===== src/rtl/dmem_rmw_resp_pkg.sv =====
// Shared definitions for the data-memory responder: FSM states, RISC-V
// load/store funct3 codes, access-size codes and width helpers.
package dmem_rmw_resp_pkg;

  typedef enum logic [2:0] {
    S_IDLE,
    S_RD,
    S_WAIT,
    S_WR,
    S_RESP
  } state_t;

  localparam logic [2:0] F3_LB  = 3'b000;
  localparam logic [2:0] F3_LH  = 3'b001;
  localparam logic [2:0] F3_LW  = 3'b010;
  localparam logic [2:0] F3_LD  = 3'b011;
  localparam logic [2:0] F3_LBU = 3'b100;
  localparam logic [2:0] F3_LHU = 3'b101;
  localparam logic [2:0] F3_LWU = 3'b110;

  localparam logic [2:0] F3_SB  = 3'b000;
  localparam logic [2:0] F3_SH  = 3'b001;
  localparam logic [2:0] F3_SW  = 3'b010;
  localparam logic [2:0] F3_SD  = 3'b011;

  localparam logic [1:0] SZ_B = 2'd0;
  localparam logic [1:0] SZ_H = 2'd1;
  localparam logic [1:0] SZ_W = 2'd2;
  localparam logic [1:0] SZ_D = 2'd3;

  // Number of byte-offset bits inside one RAM word.
  function automatic int off_width(input int xlen);
    return (xlen == 64) ? 3 : 2;
  endfunction

  // Access size that covers a whole RAM word and needs no read-modify-write.
  function automatic logic [1:0] full_size(input int xlen);
    return (xlen == 64) ? SZ_D : SZ_W;
  endfunction

endpackage


===== src/rtl/dmem_lane_fmt.sv =====
// Combinational lane handling: extracts and extends load data from a RAM word,
// and merges sub-word store data into a RAM word.
module dmem_lane_fmt
  import dmem_rmw_resp_pkg::*;
#(
  parameter int XLEN = 32,
  parameter int OFFW = 2
) (
  input  logic [2:0]      funct3,
  input  logic [OFFW-1:0] off,
  input  logic [XLEN-1:0] rdata,
  input  logic [XLEN-1:0] wdata,
  output logic [XLEN-1:0] load_data,
  output logic [XLEN-1:0] merged
);

  logic [1:0]      size;
  logic [OFFW-1:0] aoff;
  logic [OFFW+2:0] shamt;
  logic [XLEN-1:0] mask;
  logic [XLEN-1:0] lane;
  logic            sign;

  // The offset is forced to lane alignment so the shift always lands on a lane
  // boundary; misaligned requests never reach here.
  always_comb begin
    size = funct3[1:0];
    aoff = off;
    mask = '1;
    case (size)
      SZ_B: mask = XLEN'(8'hFF);
      SZ_H: begin
        aoff = off & ~OFFW'(1);
        mask = XLEN'(16'hFFFF);
      end
      SZ_W: begin
        aoff = off & ~OFFW'(3);
        mask = XLEN'(32'hFFFF_FFFF);
      end
      default: aoff = '0;
    endcase
    shamt = {aoff, 3'b000};
    lane  = (rdata >> shamt) & mask;
    case (size)
      SZ_B:    sign = lane[7];
      SZ_H:    sign = lane[15];
      SZ_W:    sign = lane[31];
      default: sign = 1'b0;
    endcase
    load_data = (!funct3[2] && sign) ? (lane | ~mask) : lane;
    merged    = (rdata & ~(mask << shamt)) | ((wdata & mask) << shamt);
  end

endmodule


===== src/rtl/dmem_rmw_resp.sv =====
// LSU-side responder for a single-port data RAM without byte enables:
// one request at a time, sub-word stores via read-modify-write.
module dmem_rmw_resp
  import dmem_rmw_resp_pkg::*;
#(
  parameter int XLEN = 32,
  parameter int AW   = 16,
  localparam int OFFW = off_width(XLEN),
  localparam int WAW  = AW - OFFW
) (
  input  logic            clk,
  input  logic            rst,
  input  logic            req_valid,
  output logic            req_ready,
  input  logic            req_we,
  input  logic [2:0]      req_funct3,
  input  logic [AW-1:0]   req_addr,
  input  logic [XLEN-1:0] req_wdata,
  output logic            rsp_valid,
  input  logic            rsp_ready,
  output logic [XLEN-1:0] rsp_rdata,
  output logic            rsp_err,
  output logic            mem_en,
  output logic            mem_we,
  output logic [WAW-1:0]  mem_addr,
  output logic [XLEN-1:0] mem_wdata,
  input  logic [XLEN-1:0] mem_rdata
);

  state_t          state, state_n;
  logic            we_q;
  logic [2:0]      f3_q;
  logic [OFFW-1:0] off_q;
  logic [XLEN-1:0] wdata_q;
  logic [1:0]      req_size;
  logic            illegal, misal, req_bad, full_store;
  logic [XLEN-1:0] load_data, merged;

  // Request classification is done on the raw request so errors skip the RAM.
  always_comb begin
    req_size = req_funct3[1:0];
    illegal  = req_we ? req_funct3[2] : (req_funct3 == 3'b111);
    if (XLEN == 32 && (req_size == SZ_D || (!req_we && req_funct3 == F3_LWU)))
      illegal = 1'b1;
    case (req_size)
      SZ_H:    misal = req_addr[0];
      SZ_W:    misal = |req_addr[1:0];
      SZ_D:    misal = |req_addr[2:0];
      default: misal = 1'b0;
    endcase
    req_bad    = illegal | misal;
    full_store = req_we && (req_size == full_size(XLEN));
  end

  always_ff @(posedge clk) begin
    if (rst) state <= S_IDLE;
    else     state <= state_n;
  end

  always_comb begin
    state_n   = state;
    req_ready = 1'b0;
    rsp_valid = 1'b0;
    mem_en    = 1'b0;
    mem_we    = 1'b0;
    case (state)
      S_IDLE: begin
        req_ready = 1'b1;
        if (req_valid) begin
          if (req_bad)         state_n = S_RESP;
          else if (full_store) state_n = S_WR;
          else                 state_n = S_RD;
        end
      end
      S_RD: begin
        mem_en  = 1'b1;
        state_n = S_WAIT;
      end
      S_WAIT: state_n = we_q ? S_WR : S_RESP;
      S_WR: begin
        mem_en  = 1'b1;
        mem_we  = 1'b1;
        state_n = S_RESP;
      end
      S_RESP: begin
        rsp_valid = 1'b1;
        if (rsp_ready) state_n = S_IDLE;
      end
      default: state_n = S_IDLE;
    endcase
  end

  // Request capture, RAM write word and response registers.
  always_ff @(posedge clk) begin
    if (rst) begin
      we_q      <= 1'b0;
      f3_q      <= '0;
      off_q     <= '0;
      wdata_q   <= '0;
      mem_addr  <= '0;
      mem_wdata <= '0;
      rsp_rdata <= '0;
      rsp_err   <= 1'b0;
    end else begin
      case (state)
        S_IDLE: begin
          if (req_valid) begin
            we_q      <= req_we;
            f3_q      <= req_funct3;
            off_q     <= req_addr[OFFW-1:0];
            wdata_q   <= req_wdata;
            mem_addr  <= req_addr[AW-1:OFFW];
            rsp_rdata <= '0;
            rsp_err   <= req_bad;
            if (full_store) mem_wdata <= req_wdata;
          end
        end
        S_WAIT: begin
          if (we_q) mem_wdata <= merged;
          else      rsp_rdata <= load_data;
        end
        S_RESP: begin
          if (rsp_ready) begin
            rsp_rdata <= '0;
            rsp_err   <= 1'b0;
          end
        end
        default: ;
      endcase
    end
  end

  dmem_lane_fmt #(
    .XLEN (XLEN),
    .OFFW (OFFW)
  ) u_lane_fmt (
    .funct3    (f3_q),
    .off       (off_q),
    .rdata     (mem_rdata),
    .wdata     (wdata_q),
    .load_data (load_data),
    .merged    (merged)
  );

endmodule


===== config.mk =====
export PLATFORM = sky130hd
export DESIGN_NAME = dmem_rmw_resp
export DESIGN_NICKNAME = d
export VERILOG_FILES = /design/src/rtl/dmem_rmw_resp_pkg.sv /design/src/rtl/dmem_lane_fmt.sv /design/src/rtl/dmem_rmw_resp.sv
export SDC_FILE = /design/constraint.sdc
export NUM_CORES = 1
export LEC_CHECK = 0
export ABC_AREA = 1
export CORE_ASPECT_RATIO = 1.2
export CORE_MARGIN = 5
export CORE_UTILIZATION = 47
export CTS_CLUSTER_DIAMETER = 60
export DETAILED_ROUTE_END_ITERATION = 8
export PLACE_DENSITY = 0.91
export SLEW_MARGIN = 0
export SYNTH_ARGS = -nofsm -noshare
export SYNTH_HDL_FRONTEND = slang
export SYNTH_SLANG_ARGS = --single-unit

===== constraint.sdc =====
create_clock -name clk -period 1.8 [get_ports clk]
set_input_delay 0.36 -clock clk [delete_from_list [all_inputs] [get_ports clk]]
set_output_delay 0.36 -clock clk [all_outputs]
set_load 0.02 [all_outputs]

**After elaboration in Yosys (flattened, before gate mapping)**

Index checks and enable logic that the tools add are counted.

- Register bits: 120
- Bits of input ports: 88
- Output and inout bits: 83
- Word-level logic and storage cells: 83

- Equal/unequal tests: 16
- Shifts and indexed selects: 3
- Mux-type cells: 28
- Bitwise logic cells: 8
- Reductions and logical operators: 19

Operator list:

| kind | number |
|---|---|
| $mux W32 | 7 |
| $pmux W32 S2 | 2 |
| $and A32 B32 Y32 | 3 |
| $pmux W32 S3 | 1 |
| $not A32 Y32 | 2 |
| $or A32 B32 Y32 | 2 |
| $shl A32 B5 Y32 | 2 |
| $shr A32 B5 Y32 | 1 |
| $pmux W3 S5 | 1 |
| $mux W3 | 4 |
| $ne A2 B2 Y1 const B | 5 |
| $eq A3 B3 Y1 const B | 3 |
| $mux W1 | 8 |
| $reduce_and A4 Y1 | 2 |
| $eq A2 B2 Y1 const B | 3 |
| $eq A3 B2 Y1 const B | 2 |
| $pmux W1 S3 | 2 |
| $eq A2 B1 Y1 const B | 2 |
| $pmux W2 S2 | 1 |
| $reduce_and A2 Y1 | 2 |
| $reduce_bool A2 Y1 | 2 |
| $reduce_or A2 Y1 | 2 |
| $eq A3 B1 Y1 const B | 1 |
| $logic_and A1 B1 Y1 | 3 |
| other kinds (10) | 11 |

**Logic depth before layout (Yosys ltp)**

- Depth after elaboration: 9
- Mapped depth: 12
- Gate-level depth less buffers: 10

**By module**

Synthesis repeated with hierarchy kept, for this count alone.

- Cells, all modules: 1162
- Area, all modules: 7040.5 um2

Modules (own cells, without submodules):

| module | times used | cells an instance | area each (um2) | seq. area each (um2) |
|---|---|---|---|---|
| dmem_rmw_resp | 1 | 877 | 5721.7 | 2402.3 |
| dmem_lane_fmt | 1 | 285 | 1318.8 | 0.0 |

**Worst setup path after synthesis**

OpenSTA, ideal clock, no wires.

- Path kind: reg2reg
- Start point: register state[2]
- End point: register rsp_rdata[26]
- Setup time: 0.070 ns
- Data arrival time: 1.639 ns
- Required time: 1.730 ns
- Setup slack: 0.091 ns
- Cell stages (with the launch flop): 10
- Path buffers: 2
- Period minus slack after synthesis: 1.709 ns
- Path through: dfxtp_1 -> inv_1 -> nor2_1 -> nand2_1 -> nand2_1 -> or3_1 -> buf_2 -> buf_4 -> nand2_1 -> a21oi_1

- Longest elaborated chain between the ends: 3
- Elaborated cells on any way between the ends: 9
- Those cells by class: 5 x eq/ne; 1 x mux; 3 x reduce/logical

RTL lines:

| what | RTL line | RTL |
|---|---|---|
| from (decl) | dmem_rmw_resp.sv:30 | `state_t state, state_n;` |
| from (signal assigned) | dmem_rmw_resp.sv:57 | `else state <= state_n;` |
| $eq A3 B2 Y1 (tied with other cells) | dmem_rmw_resp.sv:105 | `case (state)` |
| $ne A2 B2 Y1 (no line) / $reduce_bool A3 Y1 (equally long branches) | -- |  |
| $reduce_and A4 Y1 (no line) | -- |  |
| to (signal assigned) | dmem_rmw_resp.sv:120 | `else rsp_rdata <= load_data;` |
| to (decl) | dmem_rmw_resp.sv:21 | `output logic [XLEN-1:0] rsp_rdata,` |

Several ways; a longest one is shown, not always the timed one.
A chain may end at the register's enable or synchronous reset.

**Worst setup path in the final report**

- Start point: register mem_wdata[31]
- End point: output port mem_wdata[31]

RTL lines:

| what | RTL line | RTL |
|---|---|---|
| from (decl) | dmem_rmw_resp.sv:26 | `output logic [XLEN-1:0] mem_wdata,` |
| from (signal assigned) | dmem_rmw_resp.sv:115 | `if (full_store) mem_wdata <= req_wdata;` |
| from (signal assigned) | dmem_rmw_resp.sv:119 | `if (we_q) mem_wdata <= merged;` |

No word-level cell between the ends.

==> flow_metrics.env <==
export IMPL_first_global_vias=6177
export IMPL_clk_pin_slew_worst_paths_ps=60
export IMPL_fin_cells=1153
export IMPL_syn_nets=895
export IMPL_tns_ps=0
export IMPL_vdd_drop_max_mv=0.722
export IMPL_root_buffer="clkbuf_16"
export IMPL_grt_overflow_total=0
export IMPL_place_inst=1118
export IMPL_core_area_um2=11900
export IMPL_initial_utilization_pct=47.4
export IMPL_hold_viol_final=0
export IMPL_crit_chain="clkdlybuf4s50_1"
export IMPL_drc_errors=0
export IMPL_period_needed_ps=1780
export IMPL_synth_top_area_cell="dfxtp_1"
export IMPL_viasPerCell=5.61
export IMPL_drv_cap=0
export IMPL_synthTopCellsByCount="o21ai_0, nand2_1, a21oi_1, dfxtp_1, nor2_1"
export IMPL_finalMaxSlewViolations=0
export IMPL_post_dp_hpwl_um=14200
export IMPL_path_class="flop to primary output"
export IMPL_power_density_nw_per_um2=1010
export IMPL_leakage_nw=3.29
export IMPL_synth_area_per_cell_um2=7.01
export IMPL_synth_most_common_cell="o21ai_0"
export IMPL_syn_cell_area_um2=5660
export IMPL_yosysWarnings=0
export IMPL_yosys_most_used_dff="dfxtp_1"
export IMPL_die_w_um=110
export IMPL_wirelength_um=20000
export IMPL_drive_above_1_share_pct=10.8
export IMPL_core_rowCount=44
export IMPL_async_flop_share_pct=0
export IMPL_area_growth_synth_to_final_pct=46.7
export IMPL_synth_edf_count=0
export IMPL_nNetsFinal=1067
export IMPL_arrival_ps=1420
export IMPL_grt_usage_pct=27.9
export IMPL_outcome="completed"
export IMPL_critPathMaxStageDelay_ps=630
export IMPL_synth_cell_types=30
export IMPL_htree_levels=4
export IMPL_critPathSlowestCell="clkdlybuf4s50_1"
export IMPL_cts_tree="built"
export IMPL_clk_latency_ps=420
export IMPL_worst_slew_pin_slew_ps=397
export IMPL_clock_sinks=120
export IMPL_io_buffer_count=170
export IMPL_synthDominantCellAreaShare_pct=42.5
export IMPL_first_pass_iters=6
export IMPL_dieArea_um2=14300
export IMPL_holdCritPathClass="flop to flop"
export IMPL_seq_area_frac_synth_pct=42.5
export IMPL_crit_family="buffers and inverters"
export IMPL_final_setup_skew_ps=7.28
export IMPL_ys_seq_elements=120
export IMPL_die_height_um=130
export IMPL_diodes=0
export IMPL_crit_required_ps=1440
export IMPL_grt_pass1_wl_um=31300
export IMPL_grt_max_degree=84
export IMPL_cts_inserted_buffers=17
export IMPL_critical_path_endpoint_type="primary output"
export IMPL_setup_viol=0
export IMPL_max_freq_ghz=0.561
export IMPL_utilization_pct=69.5
export IMPL_netlist_instances=807
export IMPL_grt_antenna_before_repair=0
export IMPL_grt_setup_unrepaired="true"
export IMPL_crit_buf_inv=1
export IMPL_gp_congestion=0.987
export IMPL_ant_nets=0
export IMPL_relSlewSlack_pct=73.5
export IMPL_wl_per_cell_um=17.4
export IMPL_ioPinCount=171
export IMPL_clock_path_buffers=2
export IMPL_dr_total_vias=6470
export IMPL_drtIter0Drc=679
export IMPL_worstPathMaxFanout=2
export IMPL_synthTopCellsByArea="dfxtp_1, o21ai_0, a21oi_1, nand2_1, nor2_1"
export IMPL_fin_crit_sh_pct=99.1
export IMPL_startpoint_type="flop"
==> cell families after synthesis <==
logic type / Yosys count / synth area share [%]
and+or+nand+nor: 253 / 18.8
DFF: 120 / 42.5
AOI/OAI and AO/OA: 317 / 29.9
buffers and inverters: 117 / 8.83
==> per-layer routing <==
metal	track usage [%]	share of wire (%)	up-vias
li1	-	-	3068
met2	45.7	48	350
met4	14.6	5.0	0
met3	5.24	7.5	80
met5	0	0	-
met1	34.8	39	2972
==> area by class of cell <==
class                           count  area (um^2)
Clock inverter                     10         92.6
Multi-Input combinational cell    570         2800
Tap cell                          161          201
Clock buffer                       22          494
Inverter                           59          225
Fill cell                         942         3650
Sequential cell                   120         2400
Timing Repair Buffer              211         2080
==> worst paths after layout <==
check | from | end | slack, ps | depth (start not counted)
worst max-delay path | mem_wdata[31] | mem_wdata[31] | 20 | 1
worst min-delay path | rsp_rdata[4] | rsp_rdata[4] | 460 | 2
worst max register to register | off_q[1] | rsp_rdata[12] | 60 | 10
worst min register to register | rsp_rdata[4] | rsp_rdata[4] | 460 | 2
==> flip-flops by register name, indices dropped and copies added, names as in the netlist <==
register   flops
rsp_rdata     32
wdata_q       32
we_q           1
off_q          2
rsp_err        1
mem_wdata     32
state          3
f3_q           3
mem_addr      14
==> power by group <==
part	internal (mW)	switching, mW
Clock	2.08	1.27
Sequential	2.88	0.120
Combinational	0.806	1.20
Total	5.76	2.59
==> timing repair <==
item / CTS / global route
hold buffers: 0 / 0
setup endpoints to repair: 4 / 50
gates resized for setup: 13 / 22
cloned: 0 / 1
setup buffers: 0 / 2
pin swaps: 0 / 1
endpoints found under the hold margin: 0 / 0
==> metrics by stage <==
step	hold WS [ps]	setup WS, ps	instance area [um^2]	total power, mW
CTS	459	11.8	8200	8.26
global route	480	-58.7	8300	8.67
floorplan	430	90.7	5660	4.14
global placement	440	-41.3	7620	4.90
detailed placement	451	-104	7620	4.92
finish	462	16.2	8300	8.35
==> cell usage in the layout, fill, tap and decap left out, types with 2 or more instances in the layout <==
cell / count
nand2_1: 132
dfxtp_1: 118
dfxtp_2: 2
nor3_1: 3
o21ai_1: 7
or2_2: 2
clkinv_1: 2
nor2_2: 4
clkbuf_8: 5
inv_2: 6
clkdlybuf4s50_1: 166
o22ai_1: 7
nand2_2: 4
o21ai_0: 132
a21oi_1: 132
clkbuf_16: 18
inv_1: 50
o21a_1: 3
nand3_1: 24
nor2_1: 72
buf_12: 5
buf_2: 3
clkinvlp_4: 5
o211ai_1: 23
clkinv_2: 3
buf_4: 33
nor2_4: 6
a22oi_1: 9
buf_6: 2
Power figures use the tool's default switching activity.
